## config.mk

```make
export PLATFORM = sky130hd
export DESIGN_NAME = ahbl_sram_slave_flat
export DESIGN_NICKNAME = d
export VERILOG_FILES = /design/src/rtl/ahbl_pkg.sv /design/src/rtl/ahbl_sram_slave_if.sv /design/src/rtl/ahbl_lane_decode.sv /design/src/rtl/ahbl_sram_slave.sv /design/src/flat_wrapper.sv
export SDC_FILE = /design/constraint.sdc
export NUM_CORES = 1
export LEC_CHECK = 0
export ABC_AREA = 1
export BUFFER_PORTS_ARGS = -buffer_cell sky130_fd_sc_hd__buf_2
export CAP_MARGIN = 0
export CORE_ASPECT_RATIO = 1.75
export CORE_MARGIN = 1
export CORE_UTILIZATION = 35
export DETAILED_ROUTE_END_ITERATION = 12
export PLACE_DENSITY = 0.68
export RECOVER_POWER = 100
export SKIP_CTS_REPAIR_TIMING = 1
export SYNTH_ARGS = -nofsm -noshare
export SYNTH_HDL_FRONTEND = slang
export SYNTH_SLANG_ARGS = --single-unit
```

## constraint.sdc

```tcl
create_clock -name HCLK -period 1.8 [get_ports HCLK]
set_input_delay 0.18 -clock HCLK [delete_from_list [all_inputs] [get_ports HCLK]]
set_output_delay 0.18 -clock HCLK [all_outputs]
set_load 0.05 [all_outputs]
```

## src/rtl/ahbl_pkg.sv

```systemverilog
// Shared AHB-Lite encodings and the SRAM responder state type.
package ahbl_pkg;

  // HTRANS transfer types
  localparam logic [1:0] HtransIdle   = 2'b00;
  localparam logic [1:0] HtransBusy   = 2'b01;
  localparam logic [1:0] HtransNonseq = 2'b10;
  localparam logic [1:0] HtransSeq    = 2'b11;

  // HSIZE transfer sizes supported by 32-bit slaves
  localparam logic [2:0] HsizeByte = 3'd0;
  localparam logic [2:0] HsizeHalf = 3'd1;
  localparam logic [2:0] HsizeWord = 3'd2;

  // HRESP codes
  localparam logic HrespOkay  = 1'b0;
  localparam logic HrespError = 1'b1;

  // SRAM responder data-phase states
  typedef enum logic [2:0] {
    StIdle = 3'd0,
    StRd   = 3'd1,
    StWr   = 3'd2,
    StRds  = 3'd3,
    StErr1 = 3'd4,
    StErr2 = 3'd5
  } sram_st_e;

endpackage

```

## src/rtl/ahbl_sram_slave_if.sv

```systemverilog
// AHB-Lite bus signals seen by one subordinate, with master and slave views.
interface ahbl_sram_slave_if;

  logic        HSEL;
  logic [31:0] HADDR;
  logic [1:0]  HTRANS;
  logic [2:0]  HSIZE;
  logic        HWRITE;
  logic [31:0] HWDATA;
  logic        HREADY;
  logic        HREADYOUT;
  logic        HRESP;
  logic [31:0] HRDATA;

  modport slave (
    input  HSEL, HADDR, HTRANS, HSIZE, HWRITE, HWDATA, HREADY,
    output HREADYOUT, HRESP, HRDATA
  );

  modport master (
    output HSEL, HADDR, HTRANS, HSIZE, HWRITE, HWDATA, HREADY,
    input  HREADYOUT, HRESP, HRDATA
  );

endinterface

```

## src/rtl/ahbl_lane_decode.sv

```systemverilog
// Byte-lane mask and alignment check for a 32-bit AHB-Lite data bus.
module ahbl_lane_decode
  import ahbl_pkg::*;
(
  input  logic [2:0] hsize_i,
  input  logic [1:0] addr_lo_i,
  output logic [3:0] mask_o,
  output logic       bad_o
);

  // Decode size/offset into lanes; sizes wider than the bus are illegal.
  always_comb begin
    mask_o = 4'b0000;
    bad_o  = 1'b0;
    case (hsize_i)
      HsizeByte: mask_o = 4'b0001 << addr_lo_i;
      HsizeHalf: begin
        mask_o = addr_lo_i[1] ? 4'b1100 : 4'b0011;
        bad_o  = addr_lo_i[0];
      end
      HsizeWord: begin
        mask_o = 4'b1111;
        bad_o  = |addr_lo_i;
      end
      default: bad_o = 1'b1;
    endcase
  end

endmodule

```

## src/rtl/ahbl_sram_slave.sv

```systemverilog
// AHB-Lite subordinate fronting a single-port synchronous SRAM (1-cycle read latency).
module ahbl_sram_slave
  import ahbl_pkg::*;
#(
  parameter int unsigned AW          = 10,
  parameter int unsigned WAIT_STATES = 0
) (
  input  logic             HCLK,
  input  logic             HRESETn,
  ahbl_sram_slave_if.slave bus,
  output logic             sram_en,
  output logic [3:0]       sram_we,
  output logic [AW-1:0]    sram_addr,
  output logic [31:0]      sram_wdata,
  input  logic [31:0]      sram_rdata
);

  localparam logic [1:0] CntLoad = 2'(WAIT_STATES);

  sram_st_e      state_q, state_d;
  logic [1:0]    cnt_q, cnt_d;
  logic [AW-1:0] addr_q, addr_d;
  logic [3:0]    mask_q, mask_d;
  logic          rd_first_q, rd_first_d;
  logic [31:0]   hold_q, hold_d;

  logic          acc;
  logic          ready;
  logic          bad;
  logic [3:0]    mask;
  logic [AW-1:0] haddr_word;
  logic          unused_haddr;

  // Upper address bits alias onto the SRAM window.
  assign haddr_word   = bus.HADDR[AW+1:2];
  assign unused_haddr = ^bus.HADDR[31:AW+2];

  // Gating with reset keeps the SRAM strobe quiet while reset is held.
  assign acc = bus.HSEL & bus.HREADY & HRESETn &
               ((bus.HTRANS == HtransNonseq) | (bus.HTRANS == HtransSeq));

  assign sram_wdata = bus.HWDATA;

  ahbl_lane_decode u_lane_decode (
    .hsize_i   (bus.HSIZE),
    .addr_lo_i (bus.HADDR[1:0]),
    .mask_o    (mask),
    .bad_o     (bad)
  );

  // Data-phase behaviour of the current state, then address-phase decode on ready cycles.
  always_comb begin
    state_d       = state_q;
    cnt_d         = cnt_q;
    addr_d        = addr_q;
    mask_d        = mask_q;
    hold_d        = hold_q;
    rd_first_d    = 1'b0;
    ready         = 1'b0;
    sram_en       = 1'b0;
    sram_we       = 4'b0000;
    sram_addr     = addr_q;
    bus.HREADYOUT = 1'b0;
    bus.HRESP     = HrespOkay;
    bus.HRDATA    = 32'h0;

    unique case (state_q)
      StIdle: ready = 1'b1;
      StRd: begin
        ready      = (cnt_q == 2'd0);
        // SRAM output is only valid the cycle after issue; later cycles replay the copy.
        bus.HRDATA = rd_first_q ? sram_rdata : hold_q;
        if (rd_first_q) begin
          hold_d = sram_rdata;
        end
        if (!ready) begin
          cnt_d = cnt_q - 2'd1;
        end
      end
      StWr: begin
        ready = (cnt_q == 2'd0);
        if (ready) begin
          sram_en = 1'b1;
          sram_we = mask_q;
        end else begin
          cnt_d = cnt_q - 2'd1;
        end
      end
      StRds: begin
        // Write has landed at the previous edge; the read issued now sees it.
        sram_en    = 1'b1;
        state_d    = StRd;
        cnt_d      = CntLoad;
        rd_first_d = 1'b1;
      end
      StErr1: begin
        bus.HRESP = HrespError;
        state_d   = StErr2;
      end
      StErr2: begin
        ready     = 1'b1;
        bus.HRESP = HrespError;
      end
      default: state_d = StIdle;
    endcase

    bus.HREADYOUT = ready;

    if (ready) begin
      if (acc) begin
        addr_d = haddr_word;
        mask_d = mask;
        if (bad) begin
          state_d = StErr1;
        end else if (!bus.HWRITE) begin
          if (state_q == StWr) begin
            // SRAM port is busy with the completing write this cycle.
            state_d = StRds;
          end else begin
            state_d    = StRd;
            cnt_d      = CntLoad;
            rd_first_d = 1'b1;
            sram_en    = 1'b1;
            sram_addr  = haddr_word;
          end
        end else begin
          state_d = StWr;
          cnt_d   = CntLoad;
        end
      end else begin
        state_d = StIdle;
      end
    end
  end

  // State and data-phase registers.
  always_ff @(posedge HCLK or negedge HRESETn) begin
    if (!HRESETn) begin
      state_q    <= StIdle;
      cnt_q      <= 2'd0;
      addr_q     <= '0;
      mask_q     <= 4'b0000;
      rd_first_q <= 1'b0;
      hold_q     <= 32'h0;
    end else begin
      state_q    <= state_d;
      cnt_q      <= cnt_d;
      addr_q     <= addr_d;
      mask_q     <= mask_d;
      rd_first_q <= rd_first_d;
      hold_q     <= hold_d;
    end
  end

endmodule

```

## src/flat_wrapper.sv

```systemverilog
// flat-port wrapper written by rule: the top's interface ports become plain ports
module ahbl_sram_slave_flat import ahbl_pkg::*;
#(
  parameter int unsigned AW          = 10,
  parameter int unsigned WAIT_STATES = 0
)
  (HCLK, HRESETn, sram_en, sram_we, sram_addr, sram_wdata, sram_rdata, bus_HSEL, bus_HADDR, bus_HTRANS, bus_HSIZE, bus_HWRITE, bus_HWDATA, bus_HREADY, bus_HREADYOUT, bus_HRESP, bus_HRDATA);
  ahbl_sram_slave_if bus_i ();
  input  logic HCLK;
  input  logic HRESETn;
  output logic sram_en;
  output logic [3:0] sram_we;
  output logic [AW-1:0] sram_addr;
  output logic [31:0] sram_wdata;
  input  logic [31:0] sram_rdata;
  input wire logic [$bits(bus_i.HSEL)-1:0] bus_HSEL;
  input wire logic [$bits(bus_i.HADDR)-1:0] bus_HADDR;
  input wire logic [$bits(bus_i.HTRANS)-1:0] bus_HTRANS;
  input wire logic [$bits(bus_i.HSIZE)-1:0] bus_HSIZE;
  input wire logic [$bits(bus_i.HWRITE)-1:0] bus_HWRITE;
  input wire logic [$bits(bus_i.HWDATA)-1:0] bus_HWDATA;
  input wire logic [$bits(bus_i.HREADY)-1:0] bus_HREADY;
  output wire logic [$bits(bus_i.HREADYOUT)-1:0] bus_HREADYOUT;
  output wire logic [$bits(bus_i.HRESP)-1:0] bus_HRESP;
  output wire logic [$bits(bus_i.HRDATA)-1:0] bus_HRDATA;
  assign bus_i.HSEL = bus_HSEL;
  assign bus_i.HADDR = bus_HADDR;
  assign bus_i.HTRANS = bus_HTRANS;
  assign bus_i.HSIZE = bus_HSIZE;
  assign bus_i.HWRITE = bus_HWRITE;
  assign bus_i.HWDATA = bus_HWDATA;
  assign bus_i.HREADY = bus_HREADY;
  assign bus_HREADYOUT = bus_i.HREADYOUT;
  assign bus_HRESP = bus_i.HRESP;
  assign bus_HRDATA = bus_i.HRDATA;
  ahbl_sram_slave #(.AW(AW), .WAIT_STATES(WAIT_STATES)) u_core (.HCLK(HCLK), .HRESETn(HRESETn), .bus(bus_i), .sram_en(sram_en), .sram_we(sram_we), .sram_addr(sram_addr), .sram_wdata(sram_wdata), .sram_rdata(sram_rdata));
endmodule
```

---- Word-level counts from Yosys, hierarchy flattened ----
Index checks and enable logic that the tools add are counted.
operators by class
  add/subtract/negate cells ............... 1
  equal/unequal tests ..................... 10
  shifts and indexed selects .............. 1
  muxes and demuxes ....................... 40
  bitwise operators ....................... 4
  reductions and logical operators ........ 9
operator list
  cell                                                    number
  two-way mux 32 bit                                      2
  two-way mux 10 bit                                      5
  two-way mux 2 bit                                       8
  two-way mux 1 bit                                       13
  two-way mux 4 bit                                       3
  case mux 4 bit (3 select lines)                         1
  == test 3 x 2 -> 1 bit (second input constant)          3
  two-way mux 3 bit                                       3
  case mux 3 bit (3 select lines)                         1
  OR reduction 2 bit                                      4
  == test 3 x 1 -> 1 bit (second input constant)          2
  == test 3 bit (second input constant)                   2
  zero test 3 bit                                         2
  == test 2 bit (second input constant)                   2
  case mux 1 bit (2 select lines)                         2
  case mux 2 bit (2 select lines)                         1
  OR reduction 4 bit                                      1
  left shift 1 x 2 -> 4 bit (first input constant)        1
  bitwise AND 1 bit                                       3
  case mux 1 bit (3 select lines)                         1
  zero test 2 bit                                         1
  inequality test 2 x 1 -> 1 bit (second input constant)  1
  AND reduction 2 bit                                     1
  subtractor 2 x 1 -> 2 bit (second input constant)       1
  bitwise OR 1 bit                                        1
word-level totals
  bits in registers ....................... 52
  input port bits ......................... 106
  output and inout bits ................... 81
  word-level logic and storage cells ...... 71

---- Logic depth before layout (Yosys ltp) ----
  word-level depth ........................ 8
  mapped depth ............................ 9

---- Cells and area by module ----
A second synthesis with hierarchy kept.
second synthesis, totals
  cells, all modules ...................... 390
  area, all modules ....................... 3168.0 um^2
modules (own cells, without submodules)
  module            times used  cells an instance  area each (um^2)  sequential area each (um^2)
  ahbl_sram_slave   1           364                3050.4            1301.2
  ahbl_lane_decode  1           26                 117.6             0.0

---- Least setup slack after synthesis ----
No wires, ideal clock.
  path type ............................... register to output
  start ................................... register u_core.state_q[2]
  end ..................................... output port bus_HRDATA[0]
  arrival time ............................ 1.627 ns
  data required time ...................... 1.620 ns
  slack ................................... -0.007 ns
  cell stages (with the launch flop) ...... 6
  path through ............................ dfrtp_1 > inv_2 > nand3_1 > buf_2 > buf_2 > nor2_1
between the ends
  word-level cells in the longest chain between the ends .. 2
ends and longest elaborated chain
  item                      line                    RTL
  start: declaration        ahbl_sram_slave.sv:20   sram_st_e state_q, state_d;
  start signal: assignment  ahbl_sram_slave.sv:139  state_q <= StIdle;
  start signal: assignment  ahbl_sram_slave.sv:146  state_q <= state_d;
  == test 3 x 1 -> 1 bit    ahbl_sram_slave.sv:67   unique case (state_q)
  two-way mux 32 bit        ahbl_sram_slave.sv:67
  end: declaration          flat_wrapper.sv:25      output wire logic [$bits(bus_i.HRDATA)-1:0] bus_HRDATA;
Every way passes these cells.

---- Worst setup path after layout ----
  start ................................... register u_core.state_q[0]
  end ..................................... output port sram_addr[0]
between the ends
  word-level cells in the longest chain between the ends .. 6
ends and longest elaborated chain
  item                    line                                           RTL
  == test 3 x 2 -> 1 bit  ahbl_sram_slave.sv:67, ahbl_sram_slave.sv:116
  two-way mux 10 bit      ahbl_sram_slave.sv:116                         if (state_q == StWr) begin
  two-way mux 10 bit      ahbl_sram_slave.sv:115                         end else if (!bus.HWRITE) begin
  two-way mux 10 bit      ahbl_sram_slave.sv:113                         if (bad) begin
  two-way mux 10 bit      ahbl_sram_slave.sv:110                         if (acc) begin
  two-way mux 10 bit *    ahbl_sram_slave.sv:109                         if (ready) begin
  end: declaration        flat_wrapper.sv:13                             output logic [AW-1:0] sram_addr;
Every way passes the cells marked *; elsewhere a longest branch is shown, timed or not.

==> flow_metrics.env <==
export IMPL_status="finished with violations"
export IMPL_violations="setup timing"
export IMPL_clk_latency_ns=0.29
export IMPL_synth_nets=493
export IMPL_synth_edf_count=0
export IMPL_fin_crit_sh_pct=111
export IMPL_clock_fmax_mhz=502
export IMPL_fin_nets=570
export IMPL_synth_warnings=0
export IMPL_via_per_inst=4.64
export IMPL_area_delta_synth_final_pct=27.2
export IMPL_synth_seq_cells=52
export IMPL_whs_ns=0.0995
export IMPL_crit_fanout=5
export IMPL_synth_cells=387
export IMPL_wirelength_um=6860
export IMPL_r2r_slack_ns=0.17
export IMPL_finalSetupViolations=39
export IMPL_synth_async_sr_flop_share_pct=100
export IMPL_gp_congestion=0.766
export IMPL_grt_max_degree=59
export IMPL_num_fill_cells=832
export IMPL_path_clk_slew_ns=0.06
export IMPL_clk_path_buf_depth=2
export IMPL_required_ns=1.62
export IMPL_initial_core_util_pct=36.4
export IMPL_drt_initial_drc_count=153
export IMPL_maxSlewHeadroom_pct=12.2
export IMPL_antenna_left=0
export IMPL_multi_input_area_um2=1420
export IMPL_tns_ns=-4.24
export IMPL_hold_viol=0
export IMPL_finClkSkew_ns=0.00328
export IMPL_die_h_um=125
export IMPL_min_from="bus_HADDR[11]"
export IMPL_cp_end_kind="output pin"
export IMPL_maxCapViolCount=0
export IMPL_pin_count=187
export IMPL_hold_depth=3
export IMPL_numPortBuffers=101
export IMPL_leakagePower_nw=1.96
export IMPL_yosysMostFrequentCell="nand2_1"
export IMPL_fin_ws_ns=-0.194
export IMPL_die_w_um=72.5
export IMPL_final_core_util_pct=46.3
export IMPL_netlist_area_um2=3050
export IMPL_ff2ff_path_depth=10
export IMPL_power_density_nw_per_um2=1270
export IMPL_rsz0062_at_grt="true"
export IMPL_p_total_mw=4.93
export IMPL_worstSetupPathType="reg -> out"
export IMPL_tightest_slew_ns=1.32
export IMPL_final_seq_area_um2=1300
export IMPL_post_drt_wl_per_cell_um=11.8
export IMPL_yosysTopAreaCell="dfrtp_1"
export IMPL_min_to="u_core.addr_q[9]$_DFFE_PN0P_"
export IMPL_avgSynthCellArea_um2=7.87
export IMPL_root_buffer="clkbuf_16"
export IMPL_synthTopCellsByCount="nand2_1 (118), dfrtp_1 (52), nor2_1 (50), o21ai_0 (40), buf_4 (33)"
export IMPL_cts_htree_levels=2
export IMPL_dpl_hpwl_um=4950
export IMPL_synth_ff_type="dfrtp_1"
export IMPL_via_count=2692
export IMPL_drive_above_1_share_pct=33.8
export IMPL_drv_slew=0
export IMPL_coreArea_um2=8370
export IMPL_cts_tree="built"
export IMPL_rr_endpoint="u_core.state_q[1]$_DFFE_PN0P_"
export IMPL_drtPass1Iterations=5
export IMPL_dieArea_um2=9090
export IMPL_period_minus_slack_ns=1.99
export IMPL_grt_pass1_vias=2363
export IMPL_fp_row_count=44
export IMPL_synth_distinct_cells=21
export IMPL_post_place_ws_ns=0.0390
export IMPL_crit_arrival_ns=1.81
export IMPL_holdCritPathClass="in -> reg"
export IMPL_cts_sinks=52
export IMPL_diodes=0
export IMPL_overflow=0
export IMPL_startpoint_type="register"
export IMPL_antenna_found_initial=0
export IMPL_vdd_drop_max_v=0.000499
export IMPL_synth_area_leaders="dfrtp_1 (43%), nand2_1 (15%), mux2i_1 (11%), buf_4 (8.1%), o21ai_0 (6.6%)"
export IMPL_track_usage_pct=14.6
export IMPL_synth_top_area_share_pct=42.7
export IMPL_grt_pass1_wl_um=10300
export IMPL_cts_buffers_inserted=5
export IMPL_worstReg2RegStart="u_core.state_q[0]$_DFFE_PN0P_"
export IMPL_drc=0
export IMPL_synth_seq_area_share_pct=42.7
-- how the worst max path moves through the flow --
stage,start,to,slack (ns),cells after the start
after floorplan,u_core.state_q[2]$_DFFE_PN0P_,bus_HRDATA[0],-0.007,5
after global placement,u_core.state_q[0]$_DFFE_PN0P_,sram_en,0.07,8
after detailed placement,u_core.state_q[0]$_DFFE_PN0P_,sram_en,0.04,8
after CTS,u_core.state_q[0]$_DFFE_PN0P_,sram_en,-0.29,8
after global routing,u_core.state_q[0]$_DFFE_PN0P_,sram_addr[0],-0.27,9
final,u_core.state_q[0]$_DFFE_PN0P_,sram_addr[0],-0.19,9
-- logic make-up after synthesis --
kind of cell,share of synthesized area [%]
flops,42.7
buf+inv,13.7
mux,10.5
compound gates,7.07
simple gates,26.0
-- cell type report --
class,instances,area share (%)
Clock buffer,6,3.58
Clock inverter,2,0.258
Inverter,18,1.74
Multi-Input combinational cell,266,36.5
Sequential cell,52,33.6
Tap cell,115,3.71
Timing Repair Buffer,121,20.6
-- per-layer routing --
| metal | vias up | routed length, um | global-route usage, % |
|---|---|---|---|
| met4 | 0 | 78 | 6.00 |
| li1 | 1349 | - | - |
| met5 | - | 0 | 0 |
| met1 | 1245 | 2750 | 15.4 |
| met2 | 91 | 3650 | 26.7 |
| met3 | 7 | 390 | 3.63 |
-- metrics by stage --
| stage | instance area, um2 | cells |
|---|---|---|
| 2_1_floorplan | 3050 | 387 |
| 3_3_place_gp | 3460 | 563 |
| 3_5_place_dp | 3460 | 563 |
| 4_1_cts | 3610 | 571 |
| 5_1_grt | 3870 | 580 |
| 6_report | 3870 | 580 |
-- flip-flops by register name, indices dropped and copies added (netlist names) --
name / count
u_core.rd_first_q: 1
u_core.addr_q: 10
u_core.state_q: 3
u_core.mask_q: 4
u_core.cnt_q: 2
u_core.hold_q: 32
-- worst max-delay path, cell delays in order, from the launching register on --
cell and delay [ns]:
dfrtp_1 0.44, inv_1 0.10, nand2_1 0.10, nand3_2 0.12, nand3_4 0.11, nor2_8 0.20
buf_6 0.16, nand3_2 0.07, nand2_2 0.07, buf_6 0.15
-- cell usage in the layout, fill, tap and decap left out --
cell,instances
buf_12,3
nand3b_1,1
clkbuf_8,1
nand2_2,9
clkbuf_4,4
nor2_1,49
clkbuf_2,1
clkbuf_1,1
nand3_4,1
buf_2,85
buf_6,7
buf_8,6
inv_1,15
nand3_2,11
nand4_1,1
nor2_4,1
nor2_2,1
dfrtp_1,52
nand2_1,109
mux2i_1,32
nand3_1,4
a21oi_1,3
nor3_1,1
or2_2,1
nor2_8,1
o21ai_0,40
inv_2,3
clkinv_2,2
buf_4,14
nand2_8,1
clkbuf_16,5
-- report_power, final --
part / leakage [nW] / switching [mW] / internal [mW] / total (mW)
logic: 1.19 / 1.50 / 0.773 / 2.28
clock network: 0.0766 / 0.402 / 0.548 / 0.950
registers: 0.689 / 0.188 / 1.52 / 1.71
total: 1.96 / 2.09 / 2.84 / 4.93
(Power assumes the default switching activity.)
